===== src/rtl/alarm_pkg.sv =====
// Shared types and helpers for the alarm bank.
// Time triple, field select and wrap arithmetic.
package alarm_pkg;

  typedef enum logic [1:0] {
    SEC  = 2'b00,
    MIN  = 2'b01,
    HR   = 2'b10,
    NONE = 2'b11
  } field_e;

  localparam logic [7:0] SEC_MAX = 8'd59;
  localparam logic [7:0] MIN_MAX = 8'd59;
  localparam logic [7:0] HR_MAX  = 8'd23;

  typedef struct packed {
    logic [7:0] hr;
    logic [7:0] min;
    logic [7:0] sec;
  } time_t;

  function automatic logic [7:0] step(
    input logic [7:0] v,
    input logic [7:0] max,
    input logic       up
  );
    if (up) return (v >= max) ? 8'd0 : v + 8'd1;
    return (v == 8'd0) ? max : v - 8'd1;
  endfunction

endpackage


===== src/rtl/alarm_slot.sv =====
// One alarm slot: time fields, arm state and latched ring flag.
// Snooze support is built when ALARM_SNOOZE_EN is defined.
module alarm_slot
  import alarm_pkg::*;
#(
  parameter int SNOOZE_MIN = 5
) (
  input  logic   clk,
  input  logic   rst,
  input  logic   hit,
  input  logic   up,
  input  logic   dn,
  input  logic   arm,
  input  logic   dismiss,
`ifdef ALARM_SNOOZE_EN
  input  logic   snooze,
`endif
  input  field_e field,
  input  time_t  cur,
  output time_t  tm,
  output logic   enabled,
  output logic   ringing
);

  logic  match;
  logic  prev_match;
  time_t tm_n;
  logic  en_n;
  logic  ring_n;
  logic  pm_n;

  assign match = enabled && (tm == cur);

`ifdef ALARM_SNOOZE_EN
  logic [7:0] snz_min;
  assign snz_min = tm.min + 8'(SNOOZE_MIN);
`endif

  always_comb begin
    tm_n   = tm;
    en_n   = enabled;
    pm_n   = match;
    ring_n = ringing;
    if (dismiss) ring_n = 1'b0;
    // a fresh match beats a same-cycle dismiss
    if (match && !prev_match) ring_n = 1'b1;
    if (hit && (up || dn)) begin
      unique case (field)
        SEC:  tm_n.sec = step(tm.sec, SEC_MAX, up);
        MIN:  tm_n.min = step(tm.min, MIN_MAX, up);
        HR:   tm_n.hr  = step(tm.hr, HR_MAX, up);
        NONE: ;
      endcase
    end
`ifdef ALARM_SNOOZE_EN
    if (snooze && ringing && !dismiss) begin
      ring_n     = 1'b0;
      tm_n.sec   = tm.sec;
      if (snz_min > MIN_MAX) begin
        tm_n.min = snz_min - 8'd60;
        tm_n.hr  = step(tm.hr, HR_MAX, 1'b1);
      end else begin
        tm_n.min = snz_min;
        tm_n.hr  = tm.hr;
      end
    end
`endif
    if (hit && arm) begin
      en_n = !enabled;
      if (enabled) begin
        ring_n = 1'b0;
        pm_n   = 1'b0;
      end
    end
  end

  always_ff @(posedge clk) begin
    if (rst) begin
      tm         <= '0;
      enabled    <= 1'b0;
      ringing    <= 1'b0;
      prev_match <= 1'b0;
    end else begin
      tm         <= tm_n;
      enabled    <= en_n;
      ringing    <= ring_n;
      prev_match <= pm_n;
    end
  end

endmodule


===== src/rtl/alarm_bank.sv =====
// Bank of NUM_ALARMS alarm slots with edge-detected editing.
// Optional snooze input when ALARM_SNOOZE_EN is defined.
module alarm_bank
  import alarm_pkg::*;
#(
  parameter int NUM_ALARMS = 4,
  parameter int SNOOZE_MIN = 5,
  localparam int SW = $clog2(NUM_ALARMS > 1 ? NUM_ALARMS : 2)
) (
  input  logic                  CLK,
  input  logic                  RESET,
  input  logic                  INCREMENT,
  input  logic                  DECREMENT,
  input  logic [1:0]            ORDER,
  input  logic [SW-1:0]         SEL,
  input  logic                  ARM,
  input  logic                  DISMISS,
`ifdef ALARM_SNOOZE_EN
  input  logic                  SNOOZE,
`endif
  input  logic [7:0]            CUR_SEC,
  input  logic [7:0]            CUR_MIN,
  input  logic [7:0]            CUR_HR,
  output logic [7:0]            seconds,
  output logic [7:0]            minutes,
  output logic [7:0]            hours,
  output logic [NUM_ALARMS-1:0] ENABLED,
  output logic [NUM_ALARMS-1:0] RINGING,
  output logic                  RING
);

  logic  prev_inc;
  logic  prev_dec;
  logic  inc_edge;
  logic  dec_edge;
  logic  up;
  logic  dn;
  time_t cur;
  time_t view;
  time_t slot_tm [NUM_ALARMS];

  // loads during reset too, so a level held across release is not an edge
  always_ff @(posedge CLK) begin
    prev_inc <= INCREMENT;
    prev_dec <= DECREMENT;
  end

  assign inc_edge = INCREMENT && !prev_inc;
  assign dec_edge = DECREMENT && !prev_dec;
  assign up       = inc_edge && !dec_edge;
  assign dn       = dec_edge && !inc_edge;
  assign cur      = '{hr: CUR_HR, min: CUR_MIN, sec: CUR_SEC};

  for (genvar i = 0; i < NUM_ALARMS; i++) begin : g_slot
    alarm_slot #(
      .SNOOZE_MIN(SNOOZE_MIN)
    ) u_slot (
      .clk     (CLK),
      .rst     (RESET),
      .hit     (int'(SEL) == i),
      .up      (up),
      .dn      (dn),
      .arm     (ARM),
      .dismiss (DISMISS),
`ifdef ALARM_SNOOZE_EN
      .snooze  (SNOOZE),
`endif
      .field   (field_e'(ORDER)),
      .cur     (cur),
      .tm      (slot_tm[i]),
      .enabled (ENABLED[i]),
      .ringing (RINGING[i])
    );
  end

  always_comb begin
    view = '0;
    for (int i = 0; i < NUM_ALARMS; i++)
      if (int'(SEL) == i) view = slot_tm[i];
  end

  assign seconds = view.sec;
  assign minutes = view.min;
  assign hours   = view.hr;
  assign RING    = |RINGING;

endmodule


===== config.mk =====
export PLATFORM = sky130hd
export DESIGN_NAME = alarm_bank
export DESIGN_NICKNAME = d
export VERILOG_FILES = /design/src/rtl/alarm_pkg.sv /design/src/rtl/alarm_slot.sv /design/src/rtl/alarm_bank.sv
export SDC_FILE = /design/constraint.sdc
export NUM_CORES = 1
export LEC_CHECK = 0
export ABC_AREA = 1
export ABC_CLOCK_PERIOD_IN_PS = 1500
export BUFFER_PORTS_ARGS = -buffer_cell sky130_fd_sc_hd__buf_2
export CAP_MARGIN = 20
export CELL_PAD_IN_SITES_DETAIL_PLACEMENT = 1
export CELL_PAD_IN_SITES_GLOBAL_PLACEMENT = 2
export CORE_MARGIN = 2
export CORE_UTILIZATION = 29
export CTS_CLUSTER_SIZE = 24
export DETAILED_ROUTE_END_ITERATION = 8
export PLACE_DENSITY = 0.84
export SKIP_CTS_REPAIR_TIMING = 1
export SLEW_MARGIN = 20
export SYNTH_ARGS = -nofsm -noshare
export SYNTH_HDL_FRONTEND = slang
export SYNTH_SLANG_ARGS = --single-unit

===== constraint.sdc =====
create_clock -name CLK -period 1.5 [get_ports CLK]
set_input_delay 0.15 -clock CLK [delete_from_list [all_inputs] [get_ports CLK]]
set_output_delay 0.15 -clock CLK [all_outputs]
set_load 0.05 [all_outputs]

Yosys cells after proc, flatten, opt, wreduce, memory -nomap -nowiden
Cells that the tools add are included.
{"block": "totals", "regBits": 110, "in_bits": 34, "out_inout_bits": 33, "word_cells": 223}
{"block": "classes", "addsub": 24, "magnitude_cmp": 12, "n_eq_ne": 9, "mux": 92, "reduce_logical": 60}
{"op": "$mux W8", "n": 48}
{"op": "$add A8 B1 Y8 const B", "n": 12}
{"op": "$eq A24 B24 Y1", "n": 4}
{"op": "$logic_not A8 Y1", "n": 12}
{"op": "$mux W24", "n": 4}
{"op": "$sub A8 B1 Y8 const B", "n": 12}
{"op": "$ge A8 B6 Y1 const B", "n": 8}
{"op": "$mux W1", "n": 40}
{"op": "$ge A8 B5 Y1 const B", "n": 4}
{"op": "$reduce_and A2 Y1", "n": 12}
{"op": "$logic_and A1 B1 Y1", "n": 20}
{"op": "$logic_not A1 Y1", "n": 12}
{"op": "$eq A2 B2 Y1 const B", "n": 3}
{"op": "$eq A2 B1 Y1 const B", "n": 2}
{"op": "$logic_not A2 Y1", "n": 2}
{"op": "$reduce_or A4 Y1", "n": 1}
{"op": "$logic_or A1 B1 Y1", "n": 1}

Longest topological paths before layout
{"block": "logic_depth", "ltp_word": 8, "depth_mapped": 12, "mapped_depth_nobuf": 12}

Modules after synthesis
Synthesis repeated with hierarchy kept, for this count alone.
{"block": "hier_totals", "cells_unflattened": 1743, "hier_area_um2": 10256.1}
{"module": "alarm_slot", "n_inst": 4, "cells_per_inst": 397, "area_each_um2": 2349.8, "seq_area_each_um2": 540.5}
{"module": "alarm_bank", "n_inst": 1, "cells_per_inst": 155, "area_each_um2": 857.1, "seq_area_each_um2": 40.0}

Least setup slack after synthesis
No wires, ideal clock.
{"block": "synth_path", "path_type": "reg2out", "startpoint": "register g_slot[3].u_slot.tm[11] (netlist name)", "endpoint": "output port minutes[3]", "arrival_ns": 1.684, "t_required_ns": 1.350, "slack_ns": -0.334, "stages_incl_launch_ff": 3, "path_buffers": 0, "path_cell_list": "dfxtp_1 -> clkinv_1 -> o21ai_0"}
{"block": "synth_via", "elab_chain_cells": 1}
{"item": "start: declaration", "line_no": "alarm_slot.sv:20", "text": "output time_t tm,"}
{"item": "start signal: assignment", "line_no": "alarm_slot.sv:84", "text": "tm <= tm_n;"}
{"item": "$mux W24", "line_no": "alarm_bank.sv:79", "text": "if (int'(SEL) == i) view = slot_tm[i];"}
{"item": "end: declaration", "line_no": "alarm_bank.sv:25", "text": "output logic [7:0] minutes,"}
Every way passes these cells.

Worst setup path after layout
{"block": "layout_path", "startpoint": "register prev_dec", "endpoint": "register g_slot[1].u_slot.tm[13] (netlist name)"}
{"block": "layout_via", "elab_chain_cells": 8}
{"item": "start: declaration", "line_no": "alarm_bank.sv:33", "text": "logic prev_dec;"}
{"item": "start signal: assignment", "line_no": "alarm_bank.sv:45", "text": "prev_dec <= DECREMENT;"}
{"item": "$logic_not A1 Y1 *", "line_no": "alarm_bank.sv:49", "text": "assign dec_edge = DECREMENT && !prev_dec;"}
{"item": "$logic_and A1 B1 Y1 *", "line_no": "alarm_bank.sv:49"}
{"item": "$logic_not A1 Y1", "line_no": "alarm_bank.sv:50", "text": "assign up = inc_edge && !dec_edge;"}
{"item": "$logic_and A1 B1 Y1", "line_no": "alarm_bank.sv:50"}
{"item": "$mux W1", "line_no": "alarm_pkg.sv:27", "text": "if (up) return (v >= max) ? 8'd0 : v + 8'd1;"}
{"item": "$mux W1", "line_no": "alarm_slot.sv:48", "text": "unique case (field)"}
{"item": "$mux W1", "line_no": "alarm_slot.sv:47", "text": "if (hit && (up || dn)) begin"}
{"item": "$mux W8", "line_no": "alarm_pkg.sv:28", "text": "return (v == 8'd0) ? max : v - 8'd1;"}
{"item": "end signal: assignment", "line_no": "alarm_slot.sv:84"}
{"item": "end: declaration", "line_no": "alarm_slot.sv:20"}
Mark *: on every way between the ends. The rest lies on a longest branch, timed or not. The select of a mux whose other input is x is not followed.
A chain may end at the register's enable or synchronous reset.

==> impl_metrics.ini <==
[floorplan]
die_area_sq_um = 35670
initial_core_util = 0.2948
die_h_microns = 188.9
ios = 67
die_x_microns = 188.9
rows = 67
core_area_sq_um = 33620

[drt]
via_per_inst = 5.254
wl_per_cell_microns = 20.31
drc_errors = 0
drtPass1Iterations = 6
ant_nets = 0
dr.first_iter.drc_count = 910
vias = 13240
wirelength_mm = 51.17

[sta]
slew_violations = 0
tightestPinTransition_ps = 562.0
max_slew_margin = 0.6253
rsz0062_at_grt = true
fin_crit_ps = 1813
setup_ws_ps = -313.0
finalSetupViolations = 104
hold_viol_final = 0
fmax_mhz = 551.6
finClkSkew_ps = 11.19
post-route-period-util = 1.209

[placed_design]
gp_congestion = 0.9375
preCtsSetupSlack_ps = -386.9
place_inst = 2419
dp_hpwl_mm = 38.38
io_buffers = 66

[logic_synthesis]
synth_top_area_frac = 0.2222
ys_ff_latch = 110
postSynthCellCount = 1722
avgSynthCellArea_sq_um = 5.755
synth.area.top_cells = dfxtp_1, nand2_1, inv_1
yosys_warnings = 0
async_flop_share = 0
ys_types = 37
synth_top_flop_cell = dfxtp_1
syn-num-nets = 1793
synth-edff-count = 0
yosys.area.top_type = dfxtp_1
syn_area_sq_um = 9911
ys_seq_area_frac = 0.2222
netlist_top_cells_count = nand2_1, inv_1, nor2_1, nand3_1, o21ai_0
yosysMostFrequentCell = nand2_1

[clocking]
insertion_delay_ps = 390
cts_root_buffer = clkbuf_16
cts_buffers = 9
cts-htree-levels = 3
cts.sinks = 110
cts_tree = yes
clockBufferDepth = 2
cts.reportedPaths.clkPinSlew_ps = 90

[setup_path]
slowest_delay_ps = 300
crit_top_cell = nand2_1
crit_arrival_ps = 2140
crit_path_end_kind = register
crit_slowest_cell = dfxtp_1
r2r_slack_ps = -310
critical_path.top_delay_family = simple AND/OR/NAND/NOR gates
critPathBufInv = 5
crit_fanout = 6
crit_path_cell_trace = inv_1 > nand2_2 > ha_4 > inv_8 > buf_6 > nand2_4 > nor2_4 > buf_4 > nand2_1 > nor2_2 > nand2_1 > nand3_1 > nand2_1 > inv_1
cp.required_ps = 1830
start_kind = register
worst-setup-path-type = reg -> reg

[grt]
grt_pass1_vias = 12740
grt_max_degree = 34
antenna_found_initial = 0
grt_usage = 0.2642
grt_pass1_wl_mm = 72.84
grt_overflow = 0

[cells_and_area]
nNetsFinal = 2138
finish.utilization = 0.4456
finalNonFillerCells = 2520
drive_above_1_share = 0.3475
nFillCells = 4424
diodes = 0
area_delta_synth_final_pct = 51.15

[power_and_ir_drop]
p_seq_frac = 0.368
swShare = 0.3606
combPwrFrac = 0.306
leakage_nw = 7.233
clkPwrFrac = 0.327
powerDensity_nw_per_um2 = 550.4
p_switching_mw = 2.973
ir_drop_mv = 0.5894
internal-power_mw = 5.272

[run]
maxCapViolations = 0

[run_status]
violations = setup timing
status = finished with violations

[min_path]
worstHoldPathType = in -> reg
==> registers in the layout, indices dropped and copies added, names as in the netlist <==
name	flops
g_slot.u_slot.enabled	4
prev_inc	1
g_slot.u_slot.tm	96
g_slot.u_slot.prev_match	4
prev_dec	1
g_slot.u_slot.ringing	4
==> cells by family after synthesis <==
logic type	synth area share
flops	0.2222
compound gates	0.1544
fa+ha+maj	0.04671
xor+xnor	0.06363
buf+inv	0.1242
simple gates	0.3888
==> per-stage QoR <==
stage               power, mW  TNS, ps  hold WS [ps]  instance area (sq um)
global route            8.591   -22520         13.82                  14980
detailed placement      5.191   -22260         275.1                  12470
global placement        5.148   -17330         270.8                  12470
CTS                     7.891   -28090        -126.2                  12770
finish                  8.245   -14960         11.13                  14980
floorplan               4.251    -1154         177.7                   9940
==> routing by layer <==
metal	up-vias	part of all wire	wire length [microns]	track usage
met5	-	0	0	0
met4	0	0.029	1464	0.07272
met3	101	0.056	2862	0.04782
met2	396	0.49	24870	0.4481
met1	6502	0.43	21970	0.3436
li1	6240	-	-	-
==> power by group through the flow <==
| stage | Combinational (mW) | Sequential (mW) | Clock, mW |
|---|---|---|---|
| final | 2.52 | 3.03 | 2.69 |
| after global routing | 2.70 | 3.04 | 2.85 |
| after CTS | 2.07 | 3.06 | 2.76 |
| after detailed placement | 2.06 | 3.13 | 0 |
| after global placement | 2.02 | 3.13 | 0 |
| after floorplan | 1.15 | 3.10 | 0 |
==> cell type report <==
cell class,count,area (sq um),area share
sequential,110,2381,0.1589
inverter,235,1018,0.06799
timing repair inverter,1,8.758,0.0005846
timing repair buffer,403,3331,0.2223
tap,448,560.5,0.03742
clock inverter,4,45.04,0.003007
clock buffer,12,256.5,0.01712
multi-input combinational,1307,7380,0.4926
==> layout by cell type (no fill, tap or decap), types with 5 or more instances in the layout <==
master	synthesis	routed
nand2_2	4	13
buf_12	0	11
clkbuf_16	0	9
ha_1	37	35
nor2_2	3	12
dfxtp_1	110	39
nand3_1	161	150
xor2_1	44	44
nor3_2	0	6
nand4_1	41	41
buf_6	3	66
dfxtp_4	0	36
inv_4	0	22
nand2_4	0	5
o21ai_1	4	18
dfxtp_2	0	35
nor2_1	200	182
nand3_2	1	9
buf_2	16	40
a21oi_1	110	72
nor2_4	7	16
o21ai_0	139	102
nand2_1	458	443
nor3_1	18	11
inv_6	0	6
a31oi_1	9	9
inv_2	7	32
a21oi_2	0	35
buf_4	11	281
inv_1	223	165
o22ai_4	0	14
xnor2_1	28	24
o21ai_2	1	20
==> path summary, 6_finish.rpt <==
check,start,end,depth (start not counted)
hold reg to reg,g_slot[3].u_slot.prev_match,g_slot[3].u_slot.ringing,3
setup reg to reg,prev_dec,g_slot[1].u_slot.tm[13],14
hold / removal,RESET,g_slot[1].u_slot.tm[15],2
setup / recovery,prev_dec,g_slot[1].u_slot.tm[13],14
Note: power is estimated with default switching activity, not from simulation.
